**src/rtl/dmem_bus_pkg.sv**
```systemverilog
// Shared definitions for the data-memory read bus: FSM encoding, default
// widths and requester (owner) encoding.
package dmem_bus_pkg;

    localparam int unsigned DEF_ADDR_W = 32;
    localparam int unsigned DEF_DATA_W = 32;

    // Gray-ordered so each legal transition flips a single bit.
    localparam logic [1:0] ST_IDLE         = 2'b00;
    localparam logic [1:0] ST_WAIT_READY   = 2'b01;
    localparam logic [1:0] ST_WAIT_RELEASE = 2'b11;
    localparam logic [1:0] ST_DONE         = 2'b10;

    typedef enum logic [1:0] {
        IDLE         = ST_IDLE,
        WAIT_READY   = ST_WAIT_READY,
        WAIT_RELEASE = ST_WAIT_RELEASE,
        DONE         = ST_DONE
    } state_t;

    localparam logic OWNER_M0 = 1'b0;
    localparam logic OWNER_M1 = 1'b1;

endpackage

```
**src/rtl/rr_arb2.sv**
```systemverilog
// Two-way round-robin grant. Purely combinational; the caller owns the
// last_gnt register so the same arbiter can serve other bus masters.
module rr_arb2
    import dmem_bus_pkg::*;
(
    input  logic [1:0] req,
    input  logic       last_gnt,
    output logic       gnt_valid,
    output logic       gnt_id
);

    // A lone requester wins; on a tie the one not served last wins.
    always_comb begin
        gnt_valid = |req;
        gnt_id    = OWNER_M0;
        if (req == 2'b11) begin
            gnt_id = ~last_gnt;
        end else if (req[1]) begin
            gnt_id = OWNER_M1;
        end
    end

endmodule

```
**src/rtl/dmem_read_master.sv**
```systemverilog
// Data-memory read master: arbitrates two requesters and runs the four-phase
// Read/Ready handshake with a per-phase timeout.
//
// state        | meaning
// IDLE         | no transfer; arbitrate and latch the owner's address
// WAIT_READY   | bus_read high, waiting for the memory to raise Ready
// WAIT_RELEASE | bus_read low, waiting for the memory to drop Ready
// DONE         | owner's done pulse is visible; update round-robin history
module dmem_read_master
    import dmem_bus_pkg::*;
#(
    parameter int unsigned ADDR_W         = DEF_ADDR_W,
    parameter int unsigned DATA_W         = DEF_DATA_W,
    parameter int unsigned TIMEOUT_CYCLES = 64
) (
    input  logic              clk,
    input  logic              reset,
    input  logic              m0_req,
    input  logic [ADDR_W-1:0] m0_addr,
    output logic              m0_done,
    output logic              m0_err,
    output logic [DATA_W-1:0] m0_rdata,
    input  logic              m1_req,
    input  logic [ADDR_W-1:0] m1_addr,
    output logic              m1_done,
    output logic              m1_err,
    output logic [DATA_W-1:0] m1_rdata,
    output logic              bus_read,
    output logic [ADDR_W-1:0] bus_address,
    input  logic              bus_ready,
    input  logic [DATA_W-1:0] bus_data_in,
    output logic              busy
);

    localparam int unsigned CNT_W = $clog2(TIMEOUT_CYCLES);
    localparam logic [CNT_W-1:0] CNT_LAST = CNT_W'(TIMEOUT_CYCLES - 1);

    state_t            state;
    logic              owner;
    logic              last_gnt;
    logic              err_flag;
    logic [DATA_W-1:0] data_q;
    logic [CNT_W-1:0]  cnt;

    logic              gnt_valid;
    logic              gnt_id;
    logic              rel_timeout;
    logic              fin_err;
    logic [DATA_W-1:0] fin_data;

    rr_arb2 u_arb (
        .req       ({m1_req, m0_req}),
        .last_gnt  (last_gnt),
        .gnt_valid (gnt_valid),
        .gnt_id    (gnt_id)
    );

    // Final status handed to the owner when leaving WAIT_RELEASE; a release
    // timeout marks the transfer as failed even if Ready was seen earlier.
    always_comb begin
        rel_timeout = bus_ready && (cnt == CNT_LAST);
        fin_err     = err_flag | rel_timeout;
        fin_data    = fin_err ? '0 : data_q;
    end

    // Handshake sequencer with registered bus and requester outputs.
    always_ff @(posedge clk or posedge reset) begin
        if (reset) begin
            state       <= IDLE;
            owner       <= OWNER_M0;
            last_gnt    <= OWNER_M1;
            err_flag    <= 1'b0;
            data_q      <= '0;
            cnt         <= '0;
            bus_read    <= 1'b0;
            bus_address <= '0;
            busy        <= 1'b0;
            m0_done     <= 1'b0;
            m0_err      <= 1'b0;
            m0_rdata    <= '0;
            m1_done     <= 1'b0;
            m1_err      <= 1'b0;
            m1_rdata    <= '0;
        end else begin
            m0_done <= 1'b0;
            m1_done <= 1'b0;
            case (state)
                IDLE: begin
                    // A stale Ready from the memory is deliberately ignored here.
                    if (gnt_valid) begin
                        owner       <= gnt_id;
                        bus_address <= (gnt_id == OWNER_M1) ? m1_addr : m0_addr;
                        bus_read    <= 1'b1;
                        busy        <= 1'b1;
                        err_flag    <= 1'b0;
                        cnt         <= '0;
                        state       <= WAIT_READY;
                    end
                end
                WAIT_READY: begin
                    if (bus_ready) begin
                        data_q   <= bus_data_in;
                        bus_read <= 1'b0;
                        cnt      <= '0;
                        state    <= WAIT_RELEASE;
                    end else if (cnt == CNT_LAST) begin
                        bus_read <= 1'b0;
                        err_flag <= 1'b1;
                        cnt      <= '0;
                        state    <= WAIT_RELEASE;
                    end else begin
                        cnt <= cnt + 1'b1;
                    end
                end
                WAIT_RELEASE: begin
                    if (!bus_ready || rel_timeout) begin
                        // Done is raised on entry so it is high exactly while in DONE.
                        if (owner == OWNER_M1) begin
                            m1_done  <= 1'b1;
                            m1_err   <= fin_err;
                            m1_rdata <= fin_data;
                        end else begin
                            m0_done  <= 1'b1;
                            m0_err   <= fin_err;
                            m0_rdata <= fin_data;
                        end
                        err_flag <= fin_err;
                        cnt      <= '0;
                        state    <= DONE;
                    end else begin
                        cnt <= cnt + 1'b1;
                    end
                end
                DONE: begin
                    last_gnt <= owner;
                    err_flag <= 1'b0;
                    busy     <= 1'b0;
                    state    <= IDLE;
                end
                default: begin
                    bus_read <= 1'b0;
                    busy     <= 1'b0;
                    state    <= IDLE;
                end
            endcase
        end
    end

endmodule

```
**config.mk**
```make
export PLATFORM = sky130hd
export DESIGN_NAME = dmem_read_master
export DESIGN_NICKNAME = d
export VERILOG_FILES = /design/src/rtl/dmem_bus_pkg.sv /design/src/rtl/rr_arb2.sv /design/src/rtl/dmem_read_master.sv
export SDC_FILE = /design/constraint.sdc
export NUM_CORES = 1
export LEC_CHECK = 0
export CORE_MARGIN = 1
export CORE_UTILIZATION = 28
export CTS_CLUSTER_DIAMETER = 120
export DETAILED_ROUTE_END_ITERATION = 6
export GPL_TIMING_DRIVEN = 0
export PLACE_DENSITY = 0.53
export SETUP_SLACK_MARGIN = 0.2
export SYNTH_ARGS = -nofsm -noshare
export SYNTH_HDL_FRONTEND = slang
export SYNTH_HIERARCHICAL = 1
export SYNTH_SLANG_ARGS = --single-unit
export TNS_END_PERCENT = 50
```
**constraint.sdc**
```tcl
create_clock -name clk -period 4.9 [get_ports clk]
set_input_delay 0.98 -clock clk [delete_from_list [all_inputs] [get_ports clk]]
set_output_delay 0.98 -clock clk [all_outputs]
set_load 0.01 [all_outputs]
```
After elaboration in Yosys (flattened, before gate mapping)
Cells that the tools add are included. W data, S select, Z words.

Reductions and logical operators: 17. Add/subtract/negate cells: 1. Eq/ne operators: 10. Mux-type cells: 30. Bitwise operators: 3.

Operators by type and width (count): $mux W32 (2); $mux W6 (4); $pmux W6 S3 (1); $mux W1 (15); $reduce_and A3 Y1 (4); $mux W2 (4); $ne A2 B2 Y1 const B (4); $pmux W2 S4 (1); $reduce_and A2 Y1 (4); $add A6 B1 Y6 const B (1); $eq A2 B2 Y1 const B (3); $eq A6 B6 Y1 const B (1); $pmux W1 S2 (2); $pmux W1 S4 (1); $reduce_and A4 Y1 (1); $reduce_bool A2 Y1 (2); $ne A3 B3 Y1 const B (1); $reduce_bool A3 Y1 (1); $eq A2 B1 Y1 const B (1); $logic_not A2 Y1 (1); $not A1 Y1 (2); $reduce_or A2 Y1 (1); $logic_and A1 B1 Y1 (1); $logic_not A1 Y1 (1); 2 further kinds (2).

Register bits: 145. Word-level logic and storage cells: 76. Output and inout port bits: 102. Input port bits: 101.

Longest topological paths before layout
Depth after elaboration: 5. Depth in mapped cells: 7. Gate-level depth less buffers: 5.

Hierarchy
Netlist, hierarchy kept.

Modules (own cells, without submodules): dmem_read_master (instances 1, sequential area each 3629.7 um^2, area an instance 5696.7 um^2, cells each 430); rr_arb2 (instances 1, sequential area each 0.0 um^2, area an instance 13.8 um^2, cells each 2).

Worst setup path before layout
No wires, ideal clock.

Kind: in2reg. Start: in bus_ready. End: reg m0_rdata[0]. Buffers on the path: 2. Required time: 4.779 ns. Slack: 2.844 ns. Setup time: 0.121 ns. Stages: 6. Arrival: 1.935 ns. Cells stage by stage: nand3b_4 > a21boi_1 > or2_1 > buf_6 > buf_6 > a22o_1.

Longest elaborated chain between the ends: 3. Elaborated cells on any way between the ends: 6. Those cells by class: 1 x mux; 1 x bitwise; 4 x reduce/logical.

RTL lines: start, declared (line dmem_read_master.sv:30) `input logic bus_ready,`; $logic_and A1 B1 Y1 or $logic_not A1 Y1 (tied branches) (line dmem_read_master.sv:61, dmem_read_master.sv:116); $or A1 B1 Y1 or $logic_or A1 B1 Y1 (tied branches) (line dmem_read_master.sv:62, dmem_read_master.sv:116); $mux W32 or $reduce_and A3 Y1 (tied branches); end signal, assigned (line dmem_read_master.sv:125) `m0_rdata <= fin_data;`; end, declared (line dmem_read_master.sv:22) `output logic [DATA_W-1:0] m0_rdata,`.

Parallel ways exist; a longest one is shown, timed or not. A chain may end at the register's enable or synchronous reset.

Worst setup path after layout
Start: in bus_ready. End: reg m1_rdata[11].

Longest elaborated chain between the ends: 3. Elaborated cells on any way between the ends: 6. Those cells by class: 1 x mux; 1 x bitwise; 4 x reduce/logical.

RTL lines: $logic_and A1 B1 Y1 or $logic_not A1 Y1 (tied branches) (line dmem_read_master.sv:61, dmem_read_master.sv:116); $or A1 B1 Y1 or $logic_or A1 B1 Y1 (tied branches) (line dmem_read_master.sv:62, dmem_read_master.sv:116); $mux W32 or $reduce_and A3 Y1 (tied branches); end signal, assigned (line dmem_read_master.sv:121) `m1_rdata <= fin_data;`; end, declared (line dmem_read_master.sv:27) `output logic [DATA_W-1:0] m1_rdata,`.

Parallel ways exist; a longest one is shown, timed or not.

==> metrics.sh <==
CRIT_REQUIRED_NS=5.26
CLKSLEWWORSTSETUPHOLDPATHS_NS=0.06
GRT_ANTENNA_BEFORE_REPAIR=1
GRT_PASS1_VIAS=4590
POWER_PER_STANDARD_CELL_AREA_nW_PER_UM2=640.1
CTS.SINKS=145
SEQUENTIAL_SHARE_OF_THE_SYNTHESIZED_AREA_PCT=63.56
STDCELL_AREA_UM2=8771
SYNTH-EDFF-COUNT=0
CTS_HTREE_LEVELS=4
SETUP-TNS-FINAL_NS=0
CHIPWIDTH_UM=144.8
SYNTH_CELLS=432
DIE_AREA_UM2=20970
YOSYS_REG_BITS=145
PATH_CLASS='input pin to register'
SYNTH_AREA_PER_CELL_UM2=13.22
WORST-SLEW-PIN-TRANSITION_NS=0.5518
CORE_AREA_UM2=19720
MIN_PERIOD_NS=2.544
FILLER_CELL_COUNT=1793
TOP_REG_CELL_SYNTH='dfrtp_1'
CRITPATHBUFINV=2
DRIVE_GT1_SHARE_PCT=14.18
NUMBER_OF_BUFFERS_ADDED_FOR_SETUP_AFTER_CTS=0
CLOCKROOTBUFFER='clkbuf_16'
YS.WARNINGS.COUNT=6
DRV_SLEW=0
CRIT_PATH_CELL_TRACE='clkdlybuf4s50_1, nand3b_4, nor3b_2, clkbuf_1, a22o_1'
POSTROUTEWIRELENGTH_MM=15.98
ASYNCSETRESETFLOPFRACSYNTH_PCT=100.0
FINISH.NET_COUNT=759
RELSLEWSLACK_PCT=63.22
FINALCLOCKSKEW_NS=0.005999
POST-SYNTH-TOP-COUNT-CELL='dfrtp_1'
SYNTH_TOP_CELL_BY_AREA='dfrtp_1'
CRIT_PATH_MAX_INCR_DELAY_NS=0.52
NETLIST_AREA_UM2=5710
START_UTIL_PCT=28.96
SYNTH.TOP_CELL.AREA_SHARE_PCT=63.10
TRITONCTS.NUM_BUFFERS=17
WORSTHOLDPATHTYPE='register to register'
IO_PINS=203
DIE_HEIGHT_UM=144.8
WL_PER_CELL_UM=17.07
MAXIMUM_FANOUT_COUNT_ALONG_THE_CRITICAL_PATH=10
TRACK_USAGE_PCT=16.04
SYNTH.CELLS.MOST_FREQUENT='dfrtp_1, a22o_1, a21oi_1'
CRITICAL-PATH-TOP-DELAY-FAMILY='buffers and inverters'
CTSRESIZECOUNT=0
GRT_PASS1_WL_MM=25.04
IR_WORST_VDD_uV=265.5
SETUP_VIOLATION_TOTAL_IN_THE_FINAL_TIMING_REPORT=0
DR.PASS1.ITERS=4
MAPPEDNETLISTNETS=534
GRT_SETUP_UNREPAIRED='false'
DRC_VIOLATIONS=0
STATIC-LEAKAGE-POWER_nW=3.769
NUMPORTBUFFERS=202
NETLIST_TOP_CELLS_AREA='dfrtp_1, a22o_1, mux2_2, mux2i_1, a21oi_1'
GR-TOTAL-OVERFLOW=0
DETAIL_PLACEMENT_HPWL_MM=11.62
CTS_TREE='built'
SYNTHTOLAYOUTAREAGROWTH_PCT=53.59
SETUP.WORST_PATH.START_CLASS='input pin'
AVGVIACOUNTPERCELL=4.665
PLACED_CELL_AREA_UM2=8148
SYNTH.DISTINCT_CELLS=33
DRTITER0DRC=150
DRT.ANTENNA.VIOLATING_NETS=0
FP-ROW-COUNT=51
CRITICAL_PATH_ARRIVAL_NS=2.90
VIAS=4366
WORSTSKEWPAIRLATENCY_NS=0.42
CRIT_PATH_TOP_DELAY_CELL='clkdlybuf4s50_1'
HOLDBUFCOUNTCTS=0
PERIOD_SHARE_PCT=51.93
CLOCK_TREE.BUFFER_DEPTH=2
FINALHOLDVIOLATIONS=0
FINALWEIGHTEDCONGESTION=0.7647
CLOCK.FMAX_MHz=393.0
OUTCOME='finished clean'
CAP_VIOLATIONS=0
GRT_MAX_DEGREE=44
CP-END-KIND='register'
report_power, final:
part / internal [mW] / total, mW / switching [mW]
sequential: 1.75 / 2.10 / 0.355
combinational: 1.24 / 2.14 / 0.899
clock: 0.827 / 1.37 / 0.543
worst paths after layout:
check | startpoint | endpoint | slack, ns | depth (start not counted)
max | bus_ready | m1_rdata[11] | 2.36 | 5
min | m1_rdata[31] | m1_rdata[31] | 0.50 | 1
max reg2reg | state[0] | m1_rdata[11] | 3.04 | 4
min reg2reg | m1_rdata[31] | m1_rdata[31] | 0.50 | 1
max in group asynchronous | reset | m0_rdata[25] | 2.99 | 5
min in group asynchronous | reset | m1_rdata[2] | 0.93 | 2
cells in the final DEF (no fill, tap or decap), drive strengths merged, types with 2 or more instances in the layout:
cell,instances
a21oi,39
nor3,4
a22oi,3
nor2,36
a21boi,2
a22o,64
mux2i,33
clkinvlp,2
or2,2
bufinv,3
clkinv,5
clkdlybuf4s50,202
o21ai,7
clkbuf,28
nand2b,2
dfrtp,144
nand2,6
inv,13
mux2,34
buf,25
nand3,3
cell type report:
type / count / area, um2 / share of cell area (%)
antenna: 1 / 2.502 / 0.02853
buffer: 30 / 166.4 / 1.897
clock buffer: 19 / 442.9 / 5.050
clock inverter: 13 / 177.7 / 2.026
inverter: 10 / 41.29 / 0.4708
multi-input combinational: 247 / 1877 / 21.40
sequential: 145 / 3630 / 41.38
tap: 265 / 331.6 / 3.780
timing repair buffer: 206 / 2102 / 23.97
per-layer routing:
layer / share of wire (%) / track usage (%) / routed length, um
met4: 0.96 / 4.820 / 154
met5: 0 / 0 / 0
met1: 44 / 19.66 / 7012
met2: 45 / 25.20 / 7196
met3: 10 / 7.239 / 1616
metrics by stage:
stage	hold slack (ns)	total power, mW	instances	worst slack [ns]	util (%)
after detailed placement	0.4910	4.290	903	1.863	41.32
after floorplan	0.4642	3.109	432	2.102	-
after global routing	0.5121	5.976	935	2.243	44.47
after global placement	0.4850	4.237	899	0.7985	40.92
final	0.5023	5.614	936	2.356	44.48
after CTS	0.5083	5.692	935	2.294	44.47
registers in the layout, summed over array words and instances (netlist names), 2 cells and up:
register     flops
bus_address     32
data_q          32
m0_rdata        32
m1_rdata        32
cnt              6
state            2
cell families after synthesis:
group / synth area share [%]
buffers and inverters: 3.572
adders and majority gates: 0.2191
muxes: 12.49
DFF: 63.56
AOI/OAI and AO/OA: 15.05
and+or+nand+nor: 4.952
xor gates and xnor gates: 0.1534
(Power assumes the default switching activity.)
